File: config.mk
export PLATFORM = sky130hd
export DESIGN_NAME = cn_serial_minsum
export DESIGN_NICKNAME = d
export VERILOG_FILES = /design/src/rtl/cn_serial_minsum.sv
export SDC_FILE = /design/constraint.sdc
export NUM_CORES = 1
export LEC_CHECK = 0
export CORE_ASPECT_RATIO = 2
export CORE_MARGIN = 8
export CORE_UTILIZATION = 56
export CTS_CLUSTER_DIAMETER = 200
export DETAILED_ROUTE_END_ITERATION = 10
export PLACE_DENSITY = 0.82
export RECOVER_POWER = 100
export SLEW_MARGIN = 5
export SYNTH_ARGS = -nofsm -noshare
export SYNTH_HDL_FRONTEND = slang
export SYNTH_SLANG_ARGS = --single-unit
File: constraint.sdc
create_clock -name i_clk -period 3.95 [get_ports i_clk]
set_input_delay 0.79 -clock i_clk [delete_from_list [all_inputs] [get_ports i_clk]]
set_output_delay 0.79 -clock i_clk [all_outputs]
set_load 0.1 [all_outputs]
File: src/rtl/cn_serial_minsum.sv
// cn_serial_minsum: serial offset-min-sum check node; collects ROW_DEG v2c messages, then emits ROW_DEG c2v messages.
module cn_serial_minsum #(
    parameter int MSG_WIDTH = 6,
    parameter int ROW_DEG = 6,
    parameter int OFFSET = 0,
    localparam int IDX_W = (ROW_DEG > 2) ? $clog2(ROW_DEG) : 1
) (
    input  logic                 i_clk,
    input  logic                 i_rst_n,
    input  logic                 i_v2c_vld,
    input  logic [MSG_WIDTH-1:0] i_v2c,
    output logic                 o_v2c_rdy,
    output logic                 o_c2v_vld,
    output logic [MSG_WIDTH-1:0] o_c2v,
    output logic [IDX_W-1:0]     o_c2v_idx,
    input  logic                 i_c2v_rdy,
    output logic                 o_parity,
    output logic                 o_par_vld
);
    localparam int MW = MSG_WIDTH - 1;
    localparam logic [MW-1:0] MAXM = '1;
    typedef enum logic {COLLECT, EMIT} state_t;
    state_t state;
    logic [IDX_W-1:0] cnt, idx1;
    logic [ROW_DEG-1:0] sgn;
    logic sp, s_in, in_xfer, out_xfer, last;
    logic [MW-1:0] min1, min2, mag_in, mag_sel, mag;
    logic [MSG_WIDTH-1:0] val;
    assign s_in = i_v2c[MW];
    assign mag_in = i_v2c[MW-1:0];
    assign in_xfer = i_v2c_vld & o_v2c_rdy;
    assign out_xfer = o_c2v_vld & i_c2v_rdy;
    assign last = cnt == IDX_W'(ROW_DEG - 1);
    // cnt is the input index k while collecting and the output index j while emitting
    assign mag_sel = (cnt == idx1) ? min2 : min1;
    assign mag = (mag_sel > MW'(OFFSET)) ? mag_sel - MW'(OFFSET) : '0;
    assign val = {1'b0, mag};
    assign o_c2v = !o_c2v_vld ? '0 : (sp ^ sgn[cnt]) ? -val : val;
    assign o_c2v_idx = o_c2v_vld ? cnt : '0;
    always_ff @(posedge i_clk) begin
        if (!i_rst_n) begin
            state <= COLLECT;
            cnt <= '0;
            idx1 <= '0;
            sgn <= '0;
            sp <= 1'b0;
            min1 <= MAXM;
            min2 <= MAXM;
            o_v2c_rdy <= 1'b0;
            o_c2v_vld <= 1'b0;
            o_parity <= 1'b0;
            o_par_vld <= 1'b0;
        end else begin
            o_par_vld <= 1'b0;
            if (state == COLLECT) begin
                o_v2c_rdy <= !(in_xfer && last);
                if (in_xfer) begin
                    sgn[cnt] <= s_in;
                    sp <= sp ^ s_in;
                    cnt <= last ? '0 : cnt + 1'b1;
                    if (mag_in < min1) begin
                        min2 <= min1;
                        min1 <= mag_in;
                        idx1 <= cnt;
                    end else if (mag_in < min2) begin
                        min2 <= mag_in;
                    end
                    if (last) begin
                        state <= EMIT;
                        o_c2v_vld <= 1'b1;
                        o_parity <= sp ^ s_in;
                        o_par_vld <= 1'b1;
                    end
                end
            end else if (out_xfer) begin
                cnt <= last ? '0 : cnt + 1'b1;
                if (last) begin
                    state <= COLLECT;
                    o_c2v_vld <= 1'b0;
                    o_v2c_rdy <= 1'b1;
                    idx1 <= '0;
                    sp <= 1'b0;
                    min1 <= MAXM;
                    min2 <= MAXM;
                end
            end
        end
    end
endmodule

==> run summary, run 1 <==
CP peak stage delay - 0.60 ns
drt initial violations - 46
overall die height - 95.04 um
sequential area share after synthesis - 0.3205
sw frac - 0.2556
Final Hold Viols - 0
DR pass1 iterations - 4
Clock Power Share - 0.358
CP endpoint kind - output pin
simple-gate portion of the synthesized area - 0.2797
Post-synth top flop - dfxtp_1
# rows - 29
Fin Hold WS - 0.4667 ns
Pleak - 0.9350 nW
EDFF count, synth - 0
setup TNS - 0 ns
grt total ovfl - 0
ys async rst share - 0
Yosys warning total - 0
post-synth cell types - 40
final critical-path required period - 3.561 ns
num ports - 23
Pwr Total - 0.0006371 W
Flop pwr share - 0.477
initial antenna violation count - 0
Setup Crit Path Kind - register to output pin
Worst VDD drop - 0.2936 mV
largest net degree at the start of global routing - 26
Vias/cell - 6.022
Synthesized Nets - 235
final WL - 3995 um
hpwl dp - 3060 um
Pint - 0.0004742 W
HP Class - register to register
clk_skew - 0.008876 ns
Syn Inst Count - 216
first-pass GRT wire length - 6989 um
synthesis-to-finish area growth - 17.02%
hold buffer count at CTS - 0
status - finished, final reports clean
cell family with most CP delay - compound AO/OA/AOI/OAI gates
GRT Resource Usage Total - 0.1553
layout cells sized above 1 - 0.08051
Core Region - 0.003084 sq mm
Max-slew headroom - 0.2269
routed len/inst - 14.96 um
Nets - 256
Comb power frac - 0.165
postcts setup bufs - 0
Syn Area/Cell - 8.098 sq um
Final Slew Violations - 0
fraction of synthesized area in multiplexers - 0.05722
Setup Viol. Count Final - 0
XOR/XNOR share of the synthesized area - 0.02504
CP startpoint kind - register
power density over cell area - 311.2 mW/mm^2
largest family of logic cells by synthesized area - simple AND/OR/NAND/NOR gates
clock slew at reported path FFs - 0.10 ns
ANT nets after route - 0
CTS Buffer Depth - 2
cts repair resizes - 0
Worst-Skew Late Latency - 0.28 ns
via count - 1608
Initial Utilization - 0.5671
post-synthesis adder-cell area fraction - 0.06438
vias in the first global route - 1602
die area - 0.005277 sq mm
CP required - 3.16 ns
I/O Buffers - 22
ANT cells - 0
maximum clock frequency - 280.8 MHz
DRC - 0
gpl congestion - 1.024
CTS tree - done
Switch Pwr - 0.0001628 W
Synth Area in Compound Gates - 0.1931
die extent in x - 55.52 um
synthesized area - 0.001749 sq mm
CP max stage cell - dfxtp_1
Worst Path Arrival - 2.77 ns
RSZ-0062 raised after global routing - no
TritonCTS buffer count - 3
Max-cap violations - 0
#FFs+latches synth - 28
measured slew at the worst slew-check pin - 1.165 ns
H-tree depth - 1
CP Buf/Inv Count - 1
period utilization - 0.9016
CTS root buf - clkbuf_8
critical-path maximum fanout - 12
TritonCTS Sinks - 28
worst path cell trace - mux2i_1 -> a211oi_1 -> o31a_1 -> or4_4 -> o21ai_0 -> buf_12
layout make-up:
type / instances / area [sq um]
Clock buffer: 3 / 41.29
Fill cell: 253 / 1037
Sequential cell: 28 / 560.5
Multi-Input combinational cell: 167 / 1089
Timing Repair Buffer: 26 / 246.5
Clock inverter: 1 / 30.03
Inverter: 11 / 41.29
Tap cell: 31 / 38.79
synthesized netlist by cell type, types with 3 or more instances:
cell	number	area (sq um)
o21ai_0	10	50.05
and2_1	6	37.54
dfxtp_1	28	560.5
nand2_1	19	71.32
nand2b_1	3	18.77
nor2_1	16	60.06
nand4_1	3	18.77
and3_1	3	18.77
ha_1	9	112.6
mux2i_1	10	100.1
o21ai_1	3	15.01
a2bb2oi_1	5	43.79
a21oi_1	12	60.06
o211a_1	3	30.03
xor2_1	3	26.28
nor3_1	12	60.06
clkbuf_1	6	22.52
a21boi_0	7	52.55
o21a_1	3	22.52
buf_6	3	33.78
nand3_1	10	50.05
nor2b_1	9	56.30
inv_1	11	41.29
metal layers:
layer	up-vias	track usage	routed length (um)
met4	0	0.09917	129
met5	-	0	0
met2	60	0.2613	1929
met3	15	0.03733	231
li1	806	-	-
met1	727	0.1702	1704
worst min-delay path, delay by kind of cell, from the launching register on:
family	cells	cell delay [ns]
and+or+nand+nor	1	0.04
DFF	1	0.32
AOI/OAI and AO/OA	1	0.06
cells by family after synthesis:
logic type | after synthesis
adders and majority gates | 9
buffers and inverters | 21
DFF | 28
and+or+nand+nor | 92
muxes | 10
AOI/OAI and AO/OA | 51
xor gates and xnor gates | 5
sequential cells by signal, summed over array words and instances, names as in the netlist:
signal and flops:
min1 5, o_c2v_vld 1, idx1 3, state 1, o_par_vld 1, o_parity 1
o_v2c_rdy 1, sgn 6, cnt 3, sp 1, min2 5
cell usage in the layout, fill, tap and decap left out, types with 5 or more instances in the layout:
master and n:
a21boi_0 7, a21oi_1 12, a2bb2oi_1 5, and2_1 5, buf_4 5, clkdlybuf4s50_1 6
dfxtp_1 28, dlygate4sd3_1 9, ha_1 9, inv_1 11, mux2i_1 10, nand2_1 19
nand3_1 10, nor2_1 16, nor2b_1 9, nor3_1 11, o21ai_0 13
power by group through the flow:
stage                logic, W  registers, W  clock network (W)
floorplan           0.0000741      0.000308                  0
global placement     0.000103      0.000310                  0
detailed placement   0.000105      0.000310                  0
CTS                  0.000105      0.000304           0.000234
global route         0.000116      0.000306           0.000245
finish               0.000105      0.000304           0.000228
path summary, 6_finish.rpt:
check	startpoint	to	slack [ns]	depth (start not counted)
max	cnt[0]	o_c2v[3]	0.39	6
min	sgn[4]	sgn[4]	0.47	2
max reg2reg	min1[3]	min2[1]	1.32	8
min reg2reg	sgn[4]	sgn[4]	0.47	2
metrics by stage:
step | instance area, sq um | utilization | worst slack (ns) | cells
2_1_floorplan | 1754 | - | 0.1868 | 216
3_3_place_gp | 1999 | 0.6483 | 0.8240 | 263
3_5_place_dp | 1999 | 0.6483 | 0.7998 | 263
4_1_cts | 2071 | 0.6714 | 0.4611 | 267
5_1_grt | 2047 | 0.6637 | 0.1900 | 267
6_report | 2047 | 0.6637 | 0.3886 | 267
Note: power is estimated with default switching activity, not from simulation.
==> inputs of run 2 (changes only) <==
CORE_UTILIZATION = 55   (was 56)
PLACE_DENSITY = 0.81   (was 0.82)
clock period = 3.85 ns   (was 3.95 ns; I/O delays follow)
==> run 2 against run 1 <==
Compared with the run above:
- die area is 1.4% higher
- worst hold slack better by 0.0089 ns
- via count is 1.2% higher
- first-iteration DRC count is 8.7% lower
- utilization is 2.3 points lower
- flip-flop and latch count stayed put
- power is 5.7% lower
- clock power is 21% lower
- final area is 2.3% lower
- register-to-register slack worse by 0.07 ns
- highest routed layer unchanged
==> run summary, run 2 (synthesized netlist as in run 1, its figures left out) <==
Nets - 256
Cells on Worst Hold Path - 2
period utilization - 0.9161
synthesis-to-finish area growth - 14.31%
maximum clock frequency - 283.5 MHz
Vias/cell - 6.094
CTS tree - done
largest net degree at the start of global routing - 23
GRT Resource Usage Total - 0.1669
final WL - 4488 um
worst r2r src - min1[2]
CP max stage cell - dfxtp_1
Pleak - 0.9104 nW
CTS root buf - clkbuf_8
ANT nets after route - 0
Multi-input gate area - 0.001089 sq mm
overall die height - 95.75 um
Max-slew headroom - 0.2221
Worst-Skew Late Latency - 0.27 ns
max FFs per register - 6
dpl ws - 0.7435 ns
setup TNS - 0 ns
layout cells sized above 1 - 0.07627
gpl congestion - 0.8845
vias in the first global route - 1586
CP peak stage delay - 0.59 ns
drt initial violations - 42
measured slew at the worst slew-check pin - 1.172 ns
reg2reg setup slack - 1.25 ns
grt total ovfl - 0
worst setup margin - 0.3230 ns
critical-path maximum fanout - 12
ANT cells - 0
die area - 0.005350 sq mm
CP endpoint kind - output pin
final critical-path required period - 3.527 ns
cts repair resizes - 0
Fin Hold WS - 0.4757 ns
TritonCTS Sinks - 28
clk_skew - 0.001790 ns
status - finished, final reports clean
HP Class - register to register
end point of the critical path - o_c2v[3]
die extent in x - 55.88 um
worst path cell trace - mux2i_1 -> a211oi_1 -> o31a_1 -> or4_4 -> o21ai_0 -> buf_12
power density over cell area - 300.5 mW/mm^2
reg2reg path depth - 7
Max-cap violations - 0
filler instances - 279
H-tree depth - 1
CTS Buffer Depth - 2
# rows - 29
Setup Viol. Count Final - 0
clock slew at reported path FFs - 0.09 ns
CP startpoint kind - register
Core Region - 0.003120 sq mm
most common cell after layout, fill and taps aside - dfxtp_1
first-pass GRT wire length - 7320 um
postcts setup bufs - 0
commonest non-fill, non-tap cells in the layout - 28 x dfxtp_1, 19 x nand2_1, 16 x nor2_1
hpwl dp - 3519 um
Largest Register - sgn
register area - 560.5 sq um
Worst VDD drop - 0.2796 mV
largest registers - sgn x6, min1 x5, min2 x5
num ports - 23
hold buffer count at CTS - 0
post-layout util - 0.6407
initial antenna violation count - 0
RR Endpoint - min2[4]
Worst Path Arrival - 2.76 ns
DR pass1 iterations - 4
I/O Buffers - 22
routed len/inst - 16.81 um
Setup Crit Path Kind - register to output pin
TritonCTS buffer count - 3
RSZ-0062 raised after global routing - no
Final Slew Violations - 0
DRC - 0
Final Hold Viols - 0
Initial Utilization - 0.5605
CP required - 3.08 ns
via count - 1627
CP Launch Point - cnt[0]
run 2: worst min path at each step:
stage	slack, ns	endpoint	from
floorplan	0.44	sgn[4]	sgn[4]
global placement	0.45	sgn[4]	sgn[4]
detailed placement	0.46	sgn[2]	sgn[2]
CTS	0.48	sgn[2]	sgn[2]
global route	0.51	idx1[0]	idx1[0]
finish	0.48	sgn[4]	sgn[4]
run 2: routing by layer:
| metal | track usage | routed length [um] | vias up |
|---|---|---|---|
| li1 | - | - | 811 |
| met1 | 0.1593 | 1680 | 758 |
| met2 | 0.3318 | 2492 | 44 |
| met3 | 0.01849 | 128 | 14 |
| met4 | 0.09476 | 187 | 0 |
| met5 | 0 | 0 | - |
run 2: worst max-delay path, delay by kind of cell (launching register included):
kind	cells	cell delay, ns
flops	1	0.59
mux	1	0.26
simple gates	1	0.56
compound gates	3	0.86
buf+inv	1	0.22
run 2: where the power goes:
| part | internal, W | switching (W) |
|---|---|---|
| Clock | 0.0000916 | 0.0000887 |
| Sequential | 0.000299 | 0.0000137 |
| Combinational | 0.0000483 | 0.0000599 |
| Total | 0.000439 | 0.000162 |
run 2: layout make-up:
class	instances	area share
multi-input cells	167	0.5444
flip-flops and latches	28	0.2804
repair buffers	26	0.1076
clock buffers	4	0.02753
inverters	11	0.02065
well taps	31	0.01940
run 2: stage by stage:
stage               instances  area [sq um]  total power, W
global route              267          1999       0.0006268
CTS                       267          2049       0.0006078
floorplan                 216          1754       0.0003926
finish                    267          1999       0.0006009
global placement          263          1994       0.0004264
detailed placement        263          1994       0.0004281
==> inputs of run 3 (changes only) <==
CORE_ASPECT_RATIO = 0.8   (was 2)
==> run 3 against run 2 <==
Compared with the run above:
- power is 8.4% higher
- non-clock buffer count shrank 1
- largest cell class unchanged
- via count fell by 1.5%
- highest routed layer unchanged
==> run summary, run 3 (synthesized netlist as in run 1, its figures left out) <==
initial antenna violation count - 0
final WL - 4149 um
CTS Buffer Depth - 2
max FFs per register - 6
post-layout instance count excluding filler cells - 275
Multi-input gate area - 0.001084 sq mm
Fin Hold WS - 0.4767 ns
Initial Utilization - 0.5711
Worst VDD drop - 0.1980 mV
via count - 1602
GRT Resource Usage Total - 0.1624
DRC - 0
gpl congestion - 0.9613
clock slew at reported path FFs - 0.09 ns
largest net degree at the start of global routing - 26
CP endpoint kind - output pin
Core Region - 0.003063 sq mm
first-pass GRT wire length - 6955 um
Worst-Skew Late Latency - 0.27 ns
Max-cap violations - 0
measured slew at the worst slew-check pin - 1.190 ns
Final Hold Viols - 0
register area - 560.5 sq um
ANT nets after route - 0
power density over cell area - 315.6 mW/mm^2
drt initial violations - 128
CTS tree - done
Worst Path Arrival - 2.70 ns
Cell Count Post-Placement - 271
largest registers - sgn x6, min1 x5, min2 x5
CTS root buf - clkbuf_8
setup TNS - 0 ns
CP required - 3.08 ns
status - finished, final reports clean
period utilization - 0.9002
most common cell after layout, fill and taps aside - dfxtp_1
# rows - 18
Setup Viol. Count Final - 0
Nets - 255
clk_skew - 0.001427 ns
synthesis-to-finish area growth - 17.95%
maximum clock frequency - 288.5 MHz
Max-slew headroom - 0.2100
num ports - 23
filler instances - 261
DR pass1 iterations - 4
layout cells sized above 1 - 0.07234
hpwl dp - 3080 um
postcts setup bufs - 0
HP Class - register to register
H-tree depth - 1
I/O Buffers - 22
vias in the first global route - 1475
Largest Register - sgn
Pleak - 0.9238 nW
CP startpoint kind - register
commonest non-fill, non-tap cells in the layout - 28 x dfxtp_1, 19 x nand2_1, 16 x nor2_1
Final Slew Violations - 0
die extent in x - 79.05 um
overall die height - 66.44 um
die area - 0.005252 sq mm
cts repair resizes - 0
TritonCTS Sinks - 28
hold buffer count at CTS - 0
Vias/cell - 5.825
final critical-path required period - 3.466 ns
routed len/inst - 15.09 um
TritonCTS buffer count - 3
grt total ovfl - 0
ANT cells - 0
Setup Crit Path Kind - register to output pin
critical-path maximum fanout - 12
RSZ-0062 raised after global routing - no
==> run 3: where the power goes <==
part | internal (W) | total [W] | switching (W)
registers | 0.000299 | 0.000312 | 0.0000133
clock network | 0.000139 | 0.000231 | 0.0000914
logic | 0.0000478 | 0.000109 | 0.0000609
==> run 3: path summary, 6_finish.rpt <==
kind | from | endpoint | slack [ns] | depth (start not counted)
worst max-delay path | cnt[0] | o_c2v[3] | 0.38 | 6
worst min register to register | sgn[4] | sgn[4] | 0.48 | 2
worst min-delay path | sgn[4] | sgn[4] | 0.48 | 2
worst max register to register | min1[3] | min2[0] | 1.22 | 8
==> run 3: final cells by class <==
class	instances	share of cell area
Tap cell	40	0.02426
Clock inverter	1	0.01455
Inverter	11	0.02001
Timing Repair Buffer	25	0.1243
Clock buffer	3	0.02001
Sequential cell	28	0.2717
Multi-Input combinational cell	167	0.5252
==> run 3: per-stage QoR <==
step	setup WS [ns]	area, sq um	util	power (W)
global placement	0.7765	2011	0.6565	0.0004243
CTS	0.4765	2082	0.6797	0.0006543
global route	0.2256	2063	0.6736	0.0006828
finish	0.3843	2063	0.6736	0.0006512
floorplan	0.1068	1754	-	0.0003926
detailed placement	0.7627	2011	0.6565	0.0004257
==> run 3: critical path, stage by stage (launching register included) <==
cell	delay, ns
dfxtp_1	0.59
mux2i_1	0.24
a211oi_1	0.10
o31a_1	0.40
or4_4	0.56
o21ai_0	0.31
buf_12	0.22
==> run 3: layer usage <==
| layer | track usage | part of all wire | up-vias |
|---|---|---|---|
| met1 | 0.2356 | 0.48 | 746 |
| met2 | 0.2323 | 0.42 | 53 |
| met3 | 0.04348 | 0.085 | 4 |
| li1 | - | - | 799 |
| met5 | 0 | 0 | - |
| met4 | 0.02995 | 0.0087 | 0 |
